$ cat src/rtl/vram_pkg.sv
// Shared types and defaults for the VRAM request server.
package vram_pkg;

  localparam int VRAM_ADDR_W      = 16;
  localparam int VRAM_DATA_W      = 16;
  localparam int VRAM_WFIFO_DEPTH = 4;

  typedef enum logic [1:0] {
    IDLE,
    WR_ISSUE,
    RD_ISSUE,
    RD_WAIT
  } state_t;

  typedef struct packed {
    logic [VRAM_ADDR_W-1:0] addr;
    logic [VRAM_DATA_W-1:0] data;
  } wreq_t;

  function automatic logic [15:0] sat_inc(input logic [15:0] v);
    return (v == 16'hFFFF) ? v : v + 16'd1;
  endfunction

endpackage

$ cat src/rtl/vram_wfifo.sv
// Synchronous write-request FIFO with registered full flag.
module vram_wfifo
  import vram_pkg::*;
#(
  parameter int DEPTH = VRAM_WFIFO_DEPTH
) (
  input  logic                       clk,
  input  logic                       reset,
  input  logic                       push,
  input  wreq_t                      din,
  input  logic                       pop,
  output wreq_t                      dout,
  output logic                       full,
  output logic                       empty,
  output logic [$clog2(DEPTH):0]     count
);

  localparam int AW = $clog2(DEPTH);
  localparam logic [AW:0]   CNT_ONE  = (AW+1)'(1);
  localparam logic [AW:0]   CNT_FULL = (AW+1)'(DEPTH);
  localparam logic [AW-1:0] PTR_ONE  = AW'(1);

  wreq_t         mem_q [DEPTH];
  logic [AW-1:0] wptr_q, rptr_q;
  logic [AW:0]   cnt_q, cnt_d;
  logic          full_q;
  logic          do_push, do_pop;

  assign do_push = push & ~full_q;
  assign do_pop  = pop & (cnt_q != '0);

  always_comb begin
    cnt_d = cnt_q;
    if (do_push && !do_pop)
      cnt_d = cnt_q + CNT_ONE;
    else if (!do_push && do_pop)
      cnt_d = cnt_q - CNT_ONE;
  end

  always_ff @(posedge clk) begin
    if (reset) begin
      wptr_q <= '0;
      rptr_q <= '0;
      cnt_q  <= '0;
      full_q <= 1'b0;
    end else begin
      if (do_push) wptr_q <= wptr_q + PTR_ONE;
      if (do_pop)  rptr_q <= rptr_q + PTR_ONE;
      cnt_q  <= cnt_d;
      full_q <= (cnt_d == CNT_FULL);
    end
  end

  // Storage needs no reset; the pointers define what is valid.
  always_ff @(posedge clk) begin
    if (do_push) mem_q[wptr_q] <= din;
  end

  assign dout  = mem_q[rptr_q];
  assign full  = full_q;
  assign empty = (cnt_q == '0);
  assign count = cnt_q;

endmodule

$ cat src/rtl/vram_req_server.sv
// VRAM request responder: buffered writes, one pending read, writes first.
// Optional VRAM_STATS_EN adds saturating write/read completion counters.
module vram_req_server
  import vram_pkg::*;
#(
  parameter int ADDR_W      = VRAM_ADDR_W,
  parameter int DATA_W      = VRAM_DATA_W,
  parameter int WFIFO_DEPTH = VRAM_WFIFO_DEPTH
) (
  input  logic              clk,
  input  logic              reset,
  input  logic              write,
  input  logic [ADDR_W-1:0] writeaddr,
  input  logic [DATA_W-1:0] writedata,
  output logic              wr_full,
  input  logic              read,
  input  logic [ADDR_W-1:0] readaddr,
  output logic              rd_empty,
  output logic [DATA_W-1:0] readdata,
  output logic              wr_ovf,
  output logic              rd_ovf,
  output logic              mem_req,
  output logic              mem_we,
  output logic [ADDR_W-1:0] mem_addr,
  output logic [DATA_W-1:0] mem_wdata,
  input  logic              mem_gnt,
  input  logic              mem_rvalid,
  input  logic [DATA_W-1:0] mem_rdata
`ifdef VRAM_STATS_EN
  ,
  output logic [15:0]       wr_count,
  output logic [15:0]       rd_count
`endif
);

  localparam int CW = $clog2(WFIFO_DEPTH) + 1;
  localparam logic [CW-1:0] CNT_ONE = CW'(1);

  state_t            state_q, state_d;
  wreq_t             wr_in, head;
  logic              fifo_empty;
  logic [CW-1:0]     fifo_cnt;
  logic              wr_acc, rd_acc, fifo_pop, rd_done;
  logic              rd_want, wr_more;
  logic              rd_pend_q, rd_pend_d;
  logic              rd_empty_q, rd_empty_d;
  logic              wr_ovf_q, wr_ovf_d;
  logic              rd_ovf_q, rd_ovf_d;
  logic [ADDR_W-1:0] raddr_q, raddr_d;
  logic [DATA_W-1:0] rdata_q, rdata_d;

  assign wr_in    = '{addr: writeaddr, data: writedata};
  assign wr_acc   = write & ~wr_full;
  assign rd_acc   = read & ~rd_pend_q;
  assign fifo_pop = (state_q == WR_ISSUE) & mem_gnt;
  assign rd_done  = (state_q == RD_WAIT) & mem_rvalid;
  assign rd_want  = rd_pend_q | rd_acc;
  assign wr_more  = (fifo_cnt > CNT_ONE) | wr_acc;

  vram_wfifo #(
    .DEPTH (WFIFO_DEPTH)
  ) u_wfifo (
    .clk   (clk),
    .reset (reset),
    .push  (wr_acc),
    .din   (wr_in),
    .pop   (fifo_pop),
    .dout  (head),
    .full  (wr_full),
    .empty (fifo_empty),
    .count (fifo_cnt)
  );

  // Incoming requests are looked at directly so issue starts next cycle.
  always_comb begin
    state_d   = state_q;
    mem_req   = 1'b0;
    mem_we    = 1'b0;
    mem_addr  = '0;
    mem_wdata = '0;
    unique case (state_q)
      IDLE: begin
        if (!fifo_empty || wr_acc) state_d = WR_ISSUE;
        else if (rd_want)          state_d = RD_ISSUE;
      end
      WR_ISSUE: begin
        mem_req   = 1'b1;
        mem_we    = 1'b1;
        mem_addr  = head.addr;
        mem_wdata = head.data;
        if (mem_gnt) begin
          if (wr_more)      state_d = WR_ISSUE;
          else if (rd_want) state_d = RD_ISSUE;
          else              state_d = IDLE;
        end
      end
      RD_ISSUE: begin
        mem_req  = 1'b1;
        mem_addr = raddr_q;
        if (mem_gnt) state_d = RD_WAIT;
      end
      RD_WAIT: begin
        if (mem_rvalid) state_d = IDLE;
      end
      default: state_d = IDLE;
    endcase
  end

  always_comb begin
    rd_pend_d  = rd_pend_q;
    rd_empty_d = rd_empty_q;
    raddr_d    = raddr_q;
    rdata_d    = rdata_q;
    wr_ovf_d   = wr_ovf_q | (write & wr_full);
    rd_ovf_d   = rd_ovf_q | (read & rd_pend_q);
    if (rd_acc) begin
      rd_pend_d  = 1'b1;
      rd_empty_d = 1'b1;
      raddr_d    = readaddr;
    end
    if (rd_done) begin
      rd_pend_d  = 1'b0;
      rd_empty_d = 1'b0;
      rdata_d    = mem_rdata;
    end
  end

  always_ff @(posedge clk) begin
    if (reset) begin
      state_q    <= IDLE;
      rd_pend_q  <= 1'b0;
      rd_empty_q <= 1'b1;
      raddr_q    <= '0;
      rdata_q    <= '0;
      wr_ovf_q   <= 1'b0;
      rd_ovf_q   <= 1'b0;
    end else begin
      state_q    <= state_d;
      rd_pend_q  <= rd_pend_d;
      rd_empty_q <= rd_empty_d;
      raddr_q    <= raddr_d;
      rdata_q    <= rdata_d;
      wr_ovf_q   <= wr_ovf_d;
      rd_ovf_q   <= rd_ovf_d;
    end
  end

  assign rd_empty = rd_empty_q;
  assign readdata = rdata_q;
  assign wr_ovf   = wr_ovf_q;
  assign rd_ovf   = rd_ovf_q;

`ifdef VRAM_STATS_EN
  logic [15:0] wr_cnt_q, wr_cnt_d;
  logic [15:0] rd_cnt_q, rd_cnt_d;

  always_comb begin
    wr_cnt_d = fifo_pop ? sat_inc(wr_cnt_q) : wr_cnt_q;
    rd_cnt_d = rd_done  ? sat_inc(rd_cnt_q) : rd_cnt_q;
  end

  always_ff @(posedge clk) begin
    if (reset) begin
      wr_cnt_q <= '0;
      rd_cnt_q <= '0;
    end else begin
      wr_cnt_q <= wr_cnt_d;
      rd_cnt_q <= rd_cnt_d;
    end
  end

  assign wr_count = wr_cnt_q;
  assign rd_count = rd_cnt_q;
`endif

endmodule

$ cat config.mk
export PLATFORM = sky130hd
export DESIGN_NAME = vram_req_server
export DESIGN_NICKNAME = d
export VERILOG_FILES = /design/src/rtl/vram_pkg.sv /design/src/rtl/vram_wfifo.sv /design/src/rtl/vram_req_server.sv
export SDC_FILE = /design/constraint.sdc
export NUM_CORES = 1
export LEC_CHECK = 0
export CAP_MARGIN = 20
export CORE_MARGIN = 10
export CORE_UTILIZATION = 53
export CTS_BUF_LIST = sky130_fd_sc_hd__clkbuf_16
export DETAILED_ROUTE_END_ITERATION = 16
export PLACE_DENSITY = 0.91
export SKIP_LAST_GASP = 1
export SLEW_MARGIN = 20
export SYNTH_ARGS = -nofsm -noshare
export SYNTH_HDL_FRONTEND = slang
export SYNTH_SLANG_ARGS = --single-unit
$ cat constraint.sdc
create_clock -name clk -period 2.3 [get_ports clk]
set_input_delay 0.345 -clock clk [delete_from_list [all_inputs] [get_ports clk]]
set_output_delay 0.345 -clock clk [all_outputs]
set_load 0.005 [all_outputs]
==> impl_metrics.env <==
export IMPL_r2r_end="u_wfifo.full"
export IMPL_finClkSkew_ps=6.279
export IMPL_post_place_ws_ps=89.90
export IMPL_hold_ws_ps=456.4
export IMPL_gp_congestion=0.7956
export IMPL_hold_end="readdata[4]"
export IMPL_fin_crit_ps=2335
export IMPL_hold_viol_final=0
export IMPL_cp_cell_sequence="buf_8 > mux4_2 > a22oi_2 > nor2b_1 > dlygate4sd2_1"
export IMPL_place_inst=763
export IMPL_synth_distinct_cells=39
export IMPL_arrival_ps=1990
export IMPL_synth_seq_cells=176
export IMPL_place_area_mm2=0.008578
export IMPL_die_h_um=135.3
export IMPL_io_pins=124
export IMPL_vias=4560
export IMPL_worstRegToRegCells=7
export IMPL_min_from="readdata[4]"
export IMPL_cts_buffers=17
export IMPL_drt_iter0_drc=344
export IMPL_fmax_mhz=428.3
export IMPL_drive_above_1_share_pct=25.43
export IMPL_dp_hpwl_um=11160
export IMPL_core_area_mm2=0.01314
export IMPL_worst_slack_ps=-34.60
export IMPL_seq_area_frac_synth_pct=68.21
export IMPL_finalSetupViolCount=13
export IMPL_wl_per_cell_um=21.07
export IMPL_fin_area_mm2=0.009340
export IMPL_avgSynthCellArea_um2=15.02
export IMPL_postLayoutCoreUtil_pct=71.10
export IMPL_port_buffers=123
export IMPL_worstPathRequired_ps=1960
export IMPL_max_stage_delay_ps=520
export IMPL_fin_crit_sh_pct=101.5
export IMPL_rows=42
export IMPL_ctsHoldBuffers=0
export IMPL_p_leak_nw=3.221
export IMPL_worstPathMaxFanout=7
export IMPL_hp_class="reg2reg"
export IMPL_syn_area_mm2=0.007044
export IMPL_start_util_pct=53.62
export IMPL_syn_inst=469
export IMPL_peakVddDrop_uv=736.5
export IMPL_htreeDepth=4
export IMPL_violations="setup timing"
export IMPL_wirelength_um=17070
export IMPL_crit_path_top_delay_cell="mux4_2"
export IMPL_rsz0062_at_grt="yes"
export IMPL_nNetsFinal=703
export IMPL_cts_tree="built"
export IMPL_regToRegStartpoint="state_q[1]"
export IMPL_cts_sinks=176
export IMPL_grtUsageTotal_pct=18.86
export IMPL_finalMaxSlewViolations=0
export IMPL_power_mw=8.315
export IMPL_r2r_slack_ps=460
export IMPL_status="complete, but fails checks"
export IMPL_power_density_mw_per_mm2=890.3
export IMPL_die_area_mm2=0.01830
export IMPL_yosysWarnings=0
export IMPL_final_setup_tns_ps=-283.5
export IMPL_slew_limit_headroom_pct=61.72
export IMPL_worstSetupPathType="reg2out"
export IMPL_tightest_slew_ps=574.3
export IMPL_grt_max_degree=28
export IMPL_worstHoldPathCells=2
export IMPL_syn_to_final_growth_pct=32.59
export IMPL_path_clk_slew_ps=60
export IMPL_cp_start_kind="register"
export IMPL_synth_nets=552
export IMPL_drtAntennaViolNets=0
export IMPL_grt_overflow_total=0
export IMPL_grt_pass1_vias=4831
export IMPL_maxCapViolCount=0
export IMPL_crit_path_end_kind="output pin"
export IMPL_root_buffer="clkbuf_16"
export IMPL_layoutNonFillerInstCount=810
export IMPL_routed_via_density=5.630
export IMPL_drc=0
export IMPL_clk_latency_ps=430
export IMPL_first_pass_iters=5
export IMPL_antenna_found_initial=2
export IMPL_cts_buffer_depth=2
export IMPL_grt_first_pass_wirelength_um=26620
export IMPL_die_width_um=135.3
## flip-flops by register name, summed over array words and instances, names as in the netlist, named ones only
signal,cells
wr_ovf,1
rd_empty,1
u_wfifo.mem_q,128
u_wfifo.count,3
raddr_q,16
u_wfifo.full,1
state_q,2
rd_ovf,1
rd_pend_q,1
u_wfifo.wptr_q,2
readdata,16
u_wfifo.rptr_q,2
## repair_timing
item | CTS | global route
endpoints found under the setup margin | 34 | 32
pin swaps | 8 | 8
cloned | 2 | 0
buffers inserted | 13 | 2
resized for setup | 116 | 33
## per-layer routing
metal | global-route usage [%] | routed length [um]
met5 | 0 | 17
met4 | 5.801 | 255
met3 | 6.417 | 1375
met2 | 31.25 | 8535
met1 | 22.83 | 6882
## worst max path at each step
stage | slack [ps] | cells after the start | from | to
floorplan | 470 | 3 | write | u_wfifo.mem_q[0][0]
global placement | 130 | 5 | register | mem_addr[10]
detailed placement | 90 | 5 | register | mem_addr[10]
CTS | -190 | 6 | register | mem_addr[11]
global route | -120 | 7 | register | mem_addr[0]
finish | -30 | 5 | register | mem_addr[11]
## synthesized netlist by cell type (all sizes together)
cell type	instances	share of area, %
edfxtp	128	55
nand2	75	4.0
dfxtp	48	14
a21oi	39	2.8
mux4	32	11
and2	22	2.0
nor2b	18	1.6
a22oi	17	1.8
clkbuf	17	0.91
ha	13	2.3
buf	10	1.3
inv	9	0.48
nor2	7	0.37
nand2b	5	0.44
nand3	3	0.21
o21ai	3	0.27
a211oi	2	0.21
nand4	2	0.18
nor3	2	0.14
o211ai	2	0.21
o221a	2	0.32
a211o	1	0.12
a311oi	1	0.12
and2b	1	0.11
and3	1	0.089
o21a	1	0.11
o221ai	1	0.12
o22a	1	0.12
o22ai	1	0.089
o32ai	1	0.12
or3	1	0.089
or3b	1	0.12
xnor2	1	0.12
xor2	1	0.12
## cell families after synthesis
family	synth area share (%)
simple gates	9.307
flops	68.21
buf+inv	2.646
compound gates	6.412
fa+ha+maj	2.309
xor+xnor	0.2487
mux	10.87
## report_power, final
| group | internal, mW | switching (mW) | leakage, nW |
|---|---|---|---|
| Sequential | 3.61 | 0.103 | 1.57 |
| Combinational | 0.968 | 0.916 | 1.39 |
| Clock | 1.50 | 1.22 | 0.264 |
## placed cells by master, fill, tap and decap left out, types with 3 or more instances in the layout
cell type | Yosys | routed
edfxtp_1 | 128 | 128
clkdlybuf4s50_1 | 0 | 90
nand2_1 | 75 | 75
dfxtp_1 | 48 | 44
a21oi_1 | 39 | 39
mux4_2 | 20 | 32
nor2b_1 | 18 | 18
clkbuf_16 | 0 | 17
buf_4 | 0 | 17
a22oi_2 | 0 | 16
and2_4 | 0 | 13
ha_1 | 13 | 13
buf_2 | 3 | 11
buf_12 | 2 | 11
inv_1 | 9 | 9
dlygate4sd2_1 | 0 | 8
buf_6 | 2 | 8
nor2_1 | 7 | 7
clkbuf_2 | 0 | 6
and2_1 | 22 | 5
nand2b_1 | 5 | 5
inv_6 | 0 | 5
and2_2 | 0 | 4
clkinvlp_4 | 0 | 4
nand3_1 | 3 | 3
dfxtp_2 | 0 | 3
clkdlybuf4s15_1 | 0 | 3
clkdlybuf4s15_2 | 0 | 3
## critical path: cells and delay by family (launching register included)
| kind | cells | cell delay (ps) |
|---|---|---|
| AO/OA/AOI/OAI | 1 | 150 |
| flip-flops | 1 | 410 |
| AND/OR/NAND/NOR | 1 | 60 |
| multiplexers | 1 | 520 |
| buffers and inverters | 2 | 420 |
## cell type report
type / count / area, um^2
sequential: 176 / 4812
fill: 841 / 3797
multi-input combinational: 257 / 2126
timing repair buffer: 159 / 1585
clock buffer: 17 / 425.4
tap: 176 / 220.2
clock inverter: 15 / 135.1
inverter: 9 / 33.78
antenna: 1 / 2.502
Note: power is estimated with default switching activity, not from simulation.
